$ cat src/rtl/uart_tx_sequencer_if.sv
// Purpose: host-write, frame-config, datapath-control and status bundle of uart_tx_sequencer.
// Latency: pure wiring, no state.
// Backpressure: wr_valid/wr_ready handshake on the host side; control outputs are unthrottled.
// Ports: wr_data/wr_valid/wr_ready host byte push; par_en/par_odd/two_stop frame config;
//        ctl_start/ctl_stop/ctl_parity/ctl_intt/ctl_thr datapath control; busy/tx_done/fifo_count status.
// Modports: slave = sequencer side, master = host/datapath side.
interface uart_tx_sequencer_if #(
    parameter int AW = 2
);
    logic [7:0]  wr_data;
    logic        wr_valid;
    logic        wr_ready;
    logic        par_en;
    logic        par_odd;
    logic        two_stop;
    logic        ctl_start;
    logic        ctl_stop;
    logic [1:0]  ctl_parity;
    logic        ctl_intt;
    logic [7:0]  ctl_thr;
    logic        busy;
    logic        tx_done;
    logic [AW:0] fifo_count;

    modport slave (
        input  wr_data, wr_valid, par_en, par_odd, two_stop,
        output wr_ready, ctl_start, ctl_stop, ctl_parity, ctl_intt, ctl_thr,
               busy, tx_done, fifo_count
    );

    modport master (
        output wr_data, wr_valid, par_en, par_odd, two_stop,
        input  wr_ready, ctl_start, ctl_stop, ctl_parity, ctl_intt, ctl_thr,
               busy, tx_done, fifo_count
    );
endinterface

$ cat src/rtl/uart_tx_sequencer.sv
// Purpose: UART transmit frame controller; buffers host bytes and steps START/DATA/PARITY/STOP slots per baud tick.
// Latency: control outputs are registered, valid 1 clk after the qualifying baud_tick.
// Backpressure: wr_ready drops when the FIFO is full, unless a launch pop frees an entry in the same clk.
// Ports: clk, rst_n (async active-low), baud_tick (1-clk pulse per bit period),
//        tx_if (slave modport): host push, frame config, datapath control bundle, busy/tx_done/fifo_count.
module uart_tx_sequencer #(
    parameter int DEPTH = 4,
    parameter int AW    = 2
) (
    input  logic                 clk,
    input  logic                 rst_n,
    input  logic                 baud_tick,
    uart_tx_sequencer_if.slave   tx_if
);

    localparam logic [AW:0] FULL_CNT = (AW+1)'(DEPTH);

    typedef enum logic [2:0] {
        S_IDLE   = 3'd0,
        S_START  = 3'd1,
        S_DATA   = 3'd2,
        S_PARITY = 3'd3,
        S_STOP1  = 3'd4,
        S_STOP2  = 3'd5
    } state_t;

    // FIFO storage and pointers
    logic [7:0]    mem_q [DEPTH];
    logic [AW-1:0] wr_ptr_q, wr_ptr_d;
    logic [AW-1:0] rd_ptr_q, rd_ptr_d;
    logic [AW:0]   count_q,  count_d;

    // Frame state
    state_t        state_q, state_d;
    logic [2:0]    bit_idx_q, bit_idx_d;
    logic          cfg_par_en_q, cfg_par_en_d;
    logic          cfg_par_odd_q, cfg_par_odd_d;
    logic          cfg_two_stop_q, cfg_two_stop_d;

    // Registered control/status outputs
    logic          ctl_start_q, ctl_start_d;
    logic          ctl_stop_q, ctl_stop_d;
    logic [1:0]    ctl_parity_q, ctl_parity_d;
    logic          ctl_intt_q, ctl_intt_d;
    logic [7:0]    ctl_thr_q, ctl_thr_d;
    logic          busy_q, busy_d;
    logic          tx_done_q, tx_done_d;

    logic          fifo_empty;
    logic          fifo_full;
    logic          at_last_stop;
    logic          launch;
    logic          push;
    logic          wr_ready;
    logic          pval;

    assign fifo_empty = (count_q == '0);
    assign fifo_full  = (count_q == FULL_CNT);

    // The final stop slot doubles as the launch point so consecutive frames
    // are emitted without an idle slot between them.
    assign at_last_stop = ((state_q == S_STOP1) && !cfg_two_stop_q) || (state_q == S_STOP2);
    assign launch       = baud_tick && !fifo_empty && ((state_q == S_IDLE) || at_last_stop);

    // A launch pop in the same clk frees an entry, so a full FIFO still accepts.
    assign wr_ready = !fifo_full || launch;
    assign push     = tx_if.wr_valid && wr_ready;

    // ---------------------------------------------------------------
    // FIFO bookkeeping
    // ---------------------------------------------------------------
    always_comb begin
        wr_ptr_d = wr_ptr_q;
        rd_ptr_d = rd_ptr_q;
        count_d  = count_q;
        if (push) begin
            wr_ptr_d = wr_ptr_q + 1'b1;
        end
        if (launch) begin
            rd_ptr_d = rd_ptr_q + 1'b1;
        end
        case ({push, launch})
            2'b10:   count_d = count_q + 1'b1;
            2'b01:   count_d = count_q - 1'b1;
            default: count_d = count_q;
        endcase
    end

    always_ff @(posedge clk) begin
        if (push) begin
            mem_q[wr_ptr_q] <= tx_if.wr_data;
        end
    end

    // ---------------------------------------------------------------
    // Frame FSM: next state plus next registered outputs
    // ---------------------------------------------------------------
    always_comb begin
        state_d        = state_q;
        bit_idx_d      = bit_idx_q;
        cfg_par_en_d   = cfg_par_en_q;
        cfg_par_odd_d  = cfg_par_odd_q;
        cfg_two_stop_d = cfg_two_stop_q;
        ctl_thr_d      = ctl_thr_q;
        tx_done_d      = 1'b0;

        if (baud_tick) begin
            case (state_q)
                S_IDLE: begin
                    if (launch) begin
                        state_d = S_START;
                    end
                end
                S_START: begin
                    state_d   = S_DATA;
                    bit_idx_d = 3'd0;
                end
                S_DATA: begin
                    if (bit_idx_q == 3'd7) begin
                        state_d = cfg_par_en_q ? S_PARITY : S_STOP1;
                    end else begin
                        bit_idx_d = bit_idx_q + 3'd1;
                    end
                end
                S_PARITY: begin
                    state_d = S_STOP1;
                end
                S_STOP1: begin
                    if (cfg_two_stop_q) begin
                        state_d = S_STOP2;
                    end else begin
                        state_d   = launch ? S_START : S_IDLE;
                        tx_done_d = 1'b1;
                    end
                end
                S_STOP2: begin
                    state_d   = launch ? S_START : S_IDLE;
                    tx_done_d = 1'b1;
                end
                default: begin
                    state_d = S_IDLE;
                end
            endcase
        end

        // Byte and config are captured together so the whole frame is self-consistent.
        if (launch) begin
            ctl_thr_d      = mem_q[rd_ptr_q];
            cfg_par_en_d   = tx_if.par_en;
            cfg_par_odd_d  = tx_if.par_odd;
            cfg_two_stop_d = tx_if.two_stop;
        end

        pval = cfg_par_odd_d ? ~^ctl_thr_d : ^ctl_thr_d;

        // Outputs are decoded from the next state so they land 1 clk after the tick.
        ctl_start_d  = (state_d == S_START);
        ctl_stop_d   = (state_d == S_IDLE) || (state_d == S_STOP1) || (state_d == S_STOP2);
        ctl_intt_d   = (state_d == S_DATA) && (bit_idx_d != 3'd0);
        ctl_parity_d = (state_d == S_PARITY) ? {pval, 1'b1} : 2'b00;
        busy_d       = (state_d != S_IDLE);
    end

    always_ff @(posedge clk or negedge rst_n) begin
        if (!rst_n) begin
            wr_ptr_q       <= '0;
            rd_ptr_q       <= '0;
            count_q        <= '0;
            state_q        <= S_IDLE;
            bit_idx_q      <= 3'd0;
            cfg_par_en_q   <= 1'b0;
            cfg_par_odd_q  <= 1'b0;
            cfg_two_stop_q <= 1'b0;
            ctl_start_q    <= 1'b0;
            ctl_stop_q     <= 1'b1;
            ctl_parity_q   <= 2'b00;
            ctl_intt_q     <= 1'b0;
            ctl_thr_q      <= 8'h00;
            busy_q         <= 1'b0;
            tx_done_q      <= 1'b0;
        end else begin
            wr_ptr_q       <= wr_ptr_d;
            rd_ptr_q       <= rd_ptr_d;
            count_q        <= count_d;
            state_q        <= state_d;
            bit_idx_q      <= bit_idx_d;
            cfg_par_en_q   <= cfg_par_en_d;
            cfg_par_odd_q  <= cfg_par_odd_d;
            cfg_two_stop_q <= cfg_two_stop_d;
            ctl_start_q    <= ctl_start_d;
            ctl_stop_q     <= ctl_stop_d;
            ctl_parity_q   <= ctl_parity_d;
            ctl_intt_q     <= ctl_intt_d;
            ctl_thr_q      <= ctl_thr_d;
            busy_q         <= busy_d;
            tx_done_q      <= tx_done_d;
        end
    end

    assign tx_if.wr_ready   = wr_ready;
    assign tx_if.ctl_start  = ctl_start_q;
    assign tx_if.ctl_stop   = ctl_stop_q;
    assign tx_if.ctl_parity = ctl_parity_q;
    assign tx_if.ctl_intt   = ctl_intt_q;
    assign tx_if.ctl_thr    = ctl_thr_q;
    assign tx_if.busy       = busy_q;
    assign tx_if.tx_done    = tx_done_q;
    assign tx_if.fifo_count = count_q;

endmodule
$ cat src/flat_wrapper.sv
// flat-port wrapper written by rule: the top's interface ports become plain ports
module uart_tx_sequencer_flat 
#(
    parameter int DEPTH = 4,
    parameter int AW    = 2
)
  (clk, rst_n, baud_tick, tx_if_wr_data, tx_if_wr_valid, tx_if_par_en, tx_if_par_odd, tx_if_two_stop, tx_if_wr_ready, tx_if_ctl_start, tx_if_ctl_stop, tx_if_ctl_parity, tx_if_ctl_intt, tx_if_ctl_thr, tx_if_busy, tx_if_tx_done, tx_if_fifo_count);
  uart_tx_sequencer_if #(.AW(AW)) tx_if_i ();
  input  logic clk;
  input  logic rst_n;
  input  logic baud_tick;
  input wire logic [$bits(tx_if_i.wr_data)-1:0] tx_if_wr_data;
  input wire logic [$bits(tx_if_i.wr_valid)-1:0] tx_if_wr_valid;
  input wire logic [$bits(tx_if_i.par_en)-1:0] tx_if_par_en;
  input wire logic [$bits(tx_if_i.par_odd)-1:0] tx_if_par_odd;
  input wire logic [$bits(tx_if_i.two_stop)-1:0] tx_if_two_stop;
  output wire logic [$bits(tx_if_i.wr_ready)-1:0] tx_if_wr_ready;
  output wire logic [$bits(tx_if_i.ctl_start)-1:0] tx_if_ctl_start;
  output wire logic [$bits(tx_if_i.ctl_stop)-1:0] tx_if_ctl_stop;
  output wire logic [$bits(tx_if_i.ctl_parity)-1:0] tx_if_ctl_parity;
  output wire logic [$bits(tx_if_i.ctl_intt)-1:0] tx_if_ctl_intt;
  output wire logic [$bits(tx_if_i.ctl_thr)-1:0] tx_if_ctl_thr;
  output wire logic [$bits(tx_if_i.busy)-1:0] tx_if_busy;
  output wire logic [$bits(tx_if_i.tx_done)-1:0] tx_if_tx_done;
  output wire logic [$bits(tx_if_i.fifo_count)-1:0] tx_if_fifo_count;
  assign tx_if_i.wr_data = tx_if_wr_data;
  assign tx_if_i.wr_valid = tx_if_wr_valid;
  assign tx_if_i.par_en = tx_if_par_en;
  assign tx_if_i.par_odd = tx_if_par_odd;
  assign tx_if_i.two_stop = tx_if_two_stop;
  assign tx_if_wr_ready = tx_if_i.wr_ready;
  assign tx_if_ctl_start = tx_if_i.ctl_start;
  assign tx_if_ctl_stop = tx_if_i.ctl_stop;
  assign tx_if_ctl_parity = tx_if_i.ctl_parity;
  assign tx_if_ctl_intt = tx_if_i.ctl_intt;
  assign tx_if_ctl_thr = tx_if_i.ctl_thr;
  assign tx_if_busy = tx_if_i.busy;
  assign tx_if_tx_done = tx_if_i.tx_done;
  assign tx_if_fifo_count = tx_if_i.fifo_count;
  uart_tx_sequencer #(.DEPTH(DEPTH), .AW(AW)) u_core (.clk(clk), .rst_n(rst_n), .baud_tick(baud_tick), .tx_if(tx_if_i));
endmodule
$ cat config.mk
export PLATFORM = sky130hd
export DESIGN_NAME = uart_tx_sequencer_flat
export DESIGN_NICKNAME = d
export VERILOG_FILES = /design/src/rtl/uart_tx_sequencer_if.sv /design/src/rtl/uart_tx_sequencer.sv /design/src/flat_wrapper.sv
export SDC_FILE = /design/constraint.sdc
export NUM_CORES = 1
export LEC_CHECK = 0
export CAP_MARGIN = 10
export CORE_ASPECT_RATIO = 0.9
export CORE_MARGIN = 2
export CORE_UTILIZATION = 53
export DETAILED_ROUTE_END_ITERATION = 8
export PLACE_DENSITY_LB_ADDON = 0.2
export SLEW_MARGIN = 15
export SYNTH_ARGS = -nofsm -noshare
export SYNTH_HDL_FRONTEND = slang
export SYNTH_SLANG_ARGS = --single-unit
export TNS_END_PERCENT = 10
$ cat constraint.sdc
create_clock -name clk -period 3.3 [get_ports clk]
set_input_delay 0.33 -clock clk [delete_from_list [all_inputs] [get_ports clk]]
set_output_delay 0.33 -clock clk [all_outputs]
set_load 0.02 [all_outputs]
# Word-level counts from Yosys, hierarchy flattened
# Memories as Yosys holds them, arrays and structs flattened.
# Index checks and enable logic that the tools add are counted.
# word_totals
regBits	31
latch_bits	0
mem_bits_rw	32
mem_bits_ro	0
inputBits	15
word_cells	76
n_memories	1
# mem_list
memory	words	width	rd	rd_ports_with_merged_regs	wr	line	text
u_core.mem_q	4	8	1	0	1	uart_tx_sequencer.sv:28	logic [7:0] mem_q [DEPTH];
# op_classes
n_addsub	5
multipliers	0
n_div	0
order_cmp	0
eq_ne	14
n_shift	0
mux	20
bitwise	0
n_reduce_logical	21
# op_table
cell	n
3-bit 2-to-1 mux	7
3-bit == test, second input constant	6
3-bit case mux with 6 select lines	1
3-bit by 2-bit == test with 1-bit output, second input constant	4
3-bit case mux with 2 select lines	2
3-bit logical NOT	3
8-bit 2-to-1 mux	1
8-bit XNOR reduction	1
8-bit parity	1
1-bit 2-to-1 mux	7
3-bit by 1-bit adder with 3-bit output, second input constant	2
3-bit by 1-bit == test with 1-bit output, second input constant	2
3-bit nonzero test	2
1-bit logical AND	5
1-bit logical OR	5
2-bit by 1-bit adder with 2-bit output, second input constant	2
1-bit logical NOT	3
3-bit by 1-bit subtractor with 3-bit output, second input constant	1
2-bit by 1-bit == test with 1-bit output, second input constant	1
2-bit == test, second input constant	1
2-bit 2-to-1 mux	1
1-bit case mux with 2 select lines	1
2-bit nonzero test	1

# Depth between registers and ports, before layout
# depth
depth_word	12
mapped_depth	10
ltp_nobuf	8

# Least setup slack after synthesis
# OpenSTA, ideal clock, no wires.
# synth_path
path_kind	reg2reg
from	register u_core.count_q[2], in the netlist u_core.tx_if.fifo_count[2]
to	register u_core.count_q[2], in the netlist u_core.tx_if.fifo_count[2]
t_arrival_ps	2294
required_time_ps	3220
setup_slack_ps	926
stages_incl_launch_ff	10
synth_period_minus_slack_ps	2374
path_cell_list	dfrtp_1 -> nor3_1 -> or4_1 -> buf_2 -> or2_1 -> fa_1 -> inv_1 -> nand2_1 -> o22ai_2 -> xor2_1
# synth_via
elab_chain_cells	8
# synth_rtl
item	line	text
start: declaration	uart_tx_sequencer.sv:31	logic [AW:0] count_q, count_d;
start signal: assignment	uart_tx_sequencer.sv:184	count_q <= count_d;
3-bit logical NOT	uart_tx_sequencer.sv:57	assign fifo_empty = (count_q == '0);
1-bit logical NOT	uart_tx_sequencer.sv:63	assign launch = baud_tick && !fifo_empty && ((state_q == S_IDLE) || at_last_stop);
1-bit logical AND (2 in a row)	uart_tx_sequencer.sv:63	
1-bit logical OR	uart_tx_sequencer.sv:66	assign wr_ready = !fifo_full || launch;
1-bit logical AND	uart_tx_sequencer.sv:67	assign push = tx_if.wr_valid && wr_ready;
2-bit by 1-bit == test with 1-bit output or 2-bit == test (tied branches)	uart_tx_sequencer.sv:82	case ({push, launch})
3-bit case mux with 2 select lines or 2-bit nonzero test (tied branches)	-	
# Parallel ways exist; a longest one is shown, timed or not.
# A chain may end at the register's enable or synchronous reset.

# Final worst setup path
# layout_path
from	register u_core.state_q[0]
to	output port tx_if_wr_ready
# layout_via
elab_chain_cells	6
# layout_rtl
item	line	text
start: declaration	uart_tx_sequencer.sv:34	state_t state_q, state_d;
start signal: assignment	uart_tx_sequencer.sv:185	state_q <= state_d;
3-bit == test	uart_tx_sequencer.sv:62	assign at_last_stop = ((state_q == S_STOP1) && !cfg_two_stop_q) || (state_q == S_STOP2);
1-bit logical AND	uart_tx_sequencer.sv:62	
1-bit logical OR	uart_tx_sequencer.sv:62	
1-bit logical OR *	uart_tx_sequencer.sv:63	
1-bit logical AND *	uart_tx_sequencer.sv:63	
1-bit logical OR *	uart_tx_sequencer.sv:66	
end: declaration	flat_wrapper.sv:17	output wire logic [$bits(tx_if_i.wr_ready)-1:0] tx_if_wr_ready;
# Mark *: on every way between the ends. The rest lies on a longest branch, timed or not.

==> results.toml <==
[setup_path]
cp_max_fo = 9
critPathKind = "register to primary output"
max_stage_delay_ns = 0.70
reg2reg_from = "u_core.state_q[1]"
critPathArrivalTime_ns = 2.25
path_cells = "nand2b_1 -> a21oi_1 -> o2111ai_1 -> clkdlybuf4s50_1"
required_ns = 2.97
cp-end-kind = "primary output"
crit_slowest_cell = "clkdlybuf4s50_1"
reg2regPathDepth = 8
ff2ff_setup_slack_ns = 0.84
worstSetupStartpointType = "register"
r2r-end = "u_core.tx_if.fifo_count[2]"

[clock_network]
cts_made_buffers = 9
clk_pin_slew_ns = 0.06
cts_setup_buffers = 0
ctsHoldBuffers = 0
cts_htree_levels = 3
post_cts_resized = 0
cts_sinks = 63
cts_tree = "built"
clock_latency_ns = 0.33
clock_path_buffers = 2
cts_root_buf = "clkbuf_8"

[routing]
final_antenna_net_count = 0
avgViaCountPerCell = 5.500
dr.pass1.iters = 4
vias = 1672
drc_errors = 0
wl_mm = 4.939
initialDrtViolationCount = 127
detail_route.wl_per_cell_um = 16.25

[placed_design]
portBuffers = 33
placedCellCount = 288
post-dp-hpwl_mm = 3.460
gp_congestion = 0.8771

[timing]
min_period_over_period = 0.7826
drv_slew = 0
finalCriticalPeriod_ns = 2.583
skew_ns = 0.007232
rsz0062_at_grt = "false"
max_slew_margin = 0.5179
tightest_slew_ns = 0.7176
finalSetupViolCount = 0
max_clock_freq_ghz = 0.3872
whs_ns = 0.3937
hold_viol = 0
tns_ns = 0

[synthesis]
synth.cell_area_um2 = 2793
seq_area_frac_synth = 0.6223
syn_avg_cell_area_um2 = 14.62
synth.distinct_cells = 45
yosysWarningCount = 0
ys_async_sr_fraction = 0.4921
ys.flop_type = "edfxtp_1"
synth-seq-cells = 63
syn_inst = 191
syn_nets = 212
synth_edf_count = 32

[die]
core-area_um2 = 5161
io_pins = 34
row_count = 25
dieArea_um2 = 5867
start_util = 0.5411
die_h_um = 72.87
die_w_um = 80.52

[power]
peakVddDrop_mv = 0.5939
power_density_nw_per_um2 = 1015
p_leak_nw = 1.366
power_mw = 3.419

[layout]
area_growth_syn_to_layout_pct = 20.56
finalNonFillerCells = 304
finish.utilization = 0.6524
antenna_cells = 0
drive_gt1_frac = 0.1181
fin_nets = 253

[global_routing]
grt_use_met3 = 0.06312
grt_max_degree = 32
grt_util_met1 = 0.2440
antenna_found_initial = 0
overflow = 0
grt_pass1_wl_mm = 8.004
met2_usage = 0.3037
track_usage = 0.1886
top_usage_layer = "met2"
grt_pass1_vias = 1607

[flow_run]
maxCapViolCount = 0

[worst_hold_path]
min_path_type = "input port to async pin"

[status]
status = "finished, final reports clean"
-- worst max path at each step --
stage	slack (ns)	cells past startpoint	start	to
2_1_floorplan	0.93	9	u_core.tx_if.fifo_count[2]	u_core.tx_if.fifo_count[2]
5_1_grt	0.54	4	u_core.state_q[0]	tx_if_wr_ready
6_report	0.72	4	u_core.state_q[0]	tx_if_wr_ready
4_1_cts	0.71	4	u_core.state_q[0]	tx_if_wr_ready
3_3_place_gp	0.63	9	baud_tick	u_core.tx_if.fifo_count[2]
3_5_place_dp	0.50	9	baud_tick	u_core.tx_if.fifo_count[2]
-- cells in the final DEF (no fill, tap or decap), types with 2 or more instances in the layout --
master	n
and2_1	2
clkbuf_8	9
xnor2_1	13
dfrtp_1	30
mux2i_1	5
nand2_1	23
mux2_2	7
ha_1	5
xor2_1	4
buf_4	3
mux4_1	7
edfxtp_1	32
nor3_1	2
nand2b_1	2
clkbuf_1	3
nor2_1	5
nor2b_1	2
clkdlybuf4s50_1	33
inv_1	9
o21ai_0	7
and3_1	4
a21oi_1	4
-- cells by family (layout without fill, tap and decap cells) --
| group | count (synthesis) | count (layout) | synth area share |
|---|---|---|---|
| buf+inv | 15 | 61 | 0.02777 |
| flops | 63 | 63 | 0.6223 |
| fa+ha+maj | 6 | 6 | 0.02957 |
| mux | 20 | 20 | 0.1201 |
| xor+xnor | 18 | 18 | 0.06138 |
| simple gates | 47 | 47 | 0.08512 |
| compound gates | 22 | 22 | 0.05377 |
-- metrics by stage --
step | area (um2) | setup slack [ns]
2_1_floorplan | 2793 | 0.9261
3_3_place_gp | 3186 | 0.6283
3_5_place_dp | 3186 | 0.5034
4_1_cts | 3367 | 0.7109
5_1_grt | 3367 | 0.5412
6_report | 3367 | 0.7175
-- cells in the mapped netlist (2+ instances only) --
| master | count | area share |
|---|---|---|
| and2_1 | 2 | 0.0045 |
| xnor2_1 | 13 | 0.041 |
| nor2_1 | 5 | 0.0067 |
| inv_1 | 9 | 0.012 |
| buf_6 | 2 | 0.0081 |
| a21oi_1 | 4 | 0.0072 |
| edfxtp_1 | 32 | 0.34 |
| and3_1 | 4 | 0.0090 |
| nor3_1 | 2 | 0.0036 |
| mux4_1 | 7 | 0.066 |
| mux2_2 | 7 | 0.028 |
| ha_1 | 5 | 0.022 |
| nor2b_1 | 2 | 0.0045 |
| nand2b_1 | 2 | 0.0045 |
| o21ai_0 | 7 | 0.013 |
| xor2_1 | 4 | 0.013 |
| nand2_1 | 23 | 0.031 |
| mux2i_1 | 5 | 0.018 |
| dfrtp_1 | 30 | 0.27 |
-- report_power, final --
group	internal [mW]	total, mW	switching (mW)
combinational	0.755	1.48	0.729
clock	0.346	0.619	0.273
sequential	1.10	1.32	0.217
-- state kept, by name, indices dropped and copies added, names as in the netlist --
| name | count |
|---|---|
| u_core.tx_if.ctl_intt | 1 |
| u_core.cfg_par_en_q | 1 |
| u_core.rd_ptr_q | 2 |
| u_core.tx_if.busy | 1 |
| u_core.tx_if.ctl_thr | 8 |
| u_core.tx_if.ctl_stop | 1 |
| u_core.cfg_two_stop_q | 1 |
| u_core.tx_if.ctl_parity | 2 |
| u_core.tx_if.tx_done | 1 |
| u_core.bit_idx_q | 3 |
| u_core.state_q | 3 |
| u_core.cfg_par_odd_q | 1 |
| u_core.wr_ptr_q | 2 |
| u_core.tx_if.ctl_start | 1 |
| u_core.mem_q | 32 |
| u_core.tx_if.fifo_count | 3 |
-- cell type report --
| class | instances | area, um2 |
|---|---|---|
| Fill cell | 386 | 1794 |
| Inverter | 9 | 33.78 |
| Multi-Input combinational cell | 113 | 977.2 |
| Clock buffer | 12 | 135.1 |
| Sequential cell | 63 | 1738 |
| Timing Repair Buffer | 36 | 352.8 |
| Tap cell | 67 | 83.83 |
| Clock inverter | 4 | 46.29 |
-- routing by layer --
layer  share of wire  wire length (um)
met1            0.44              2173
met2            0.50              2462
met5               0                 0
met4          0.0091                45
met3           0.052               258
-- worst max-delay path: cells and delay by family, from the launching register on --
kind | cells | cell delay, ns
simple gates | 1 | 0.20
compound gates | 2 | 0.55
flops | 1 | 0.48
buf+inv | 1 | 0.70
(Power assumes the default switching activity.)
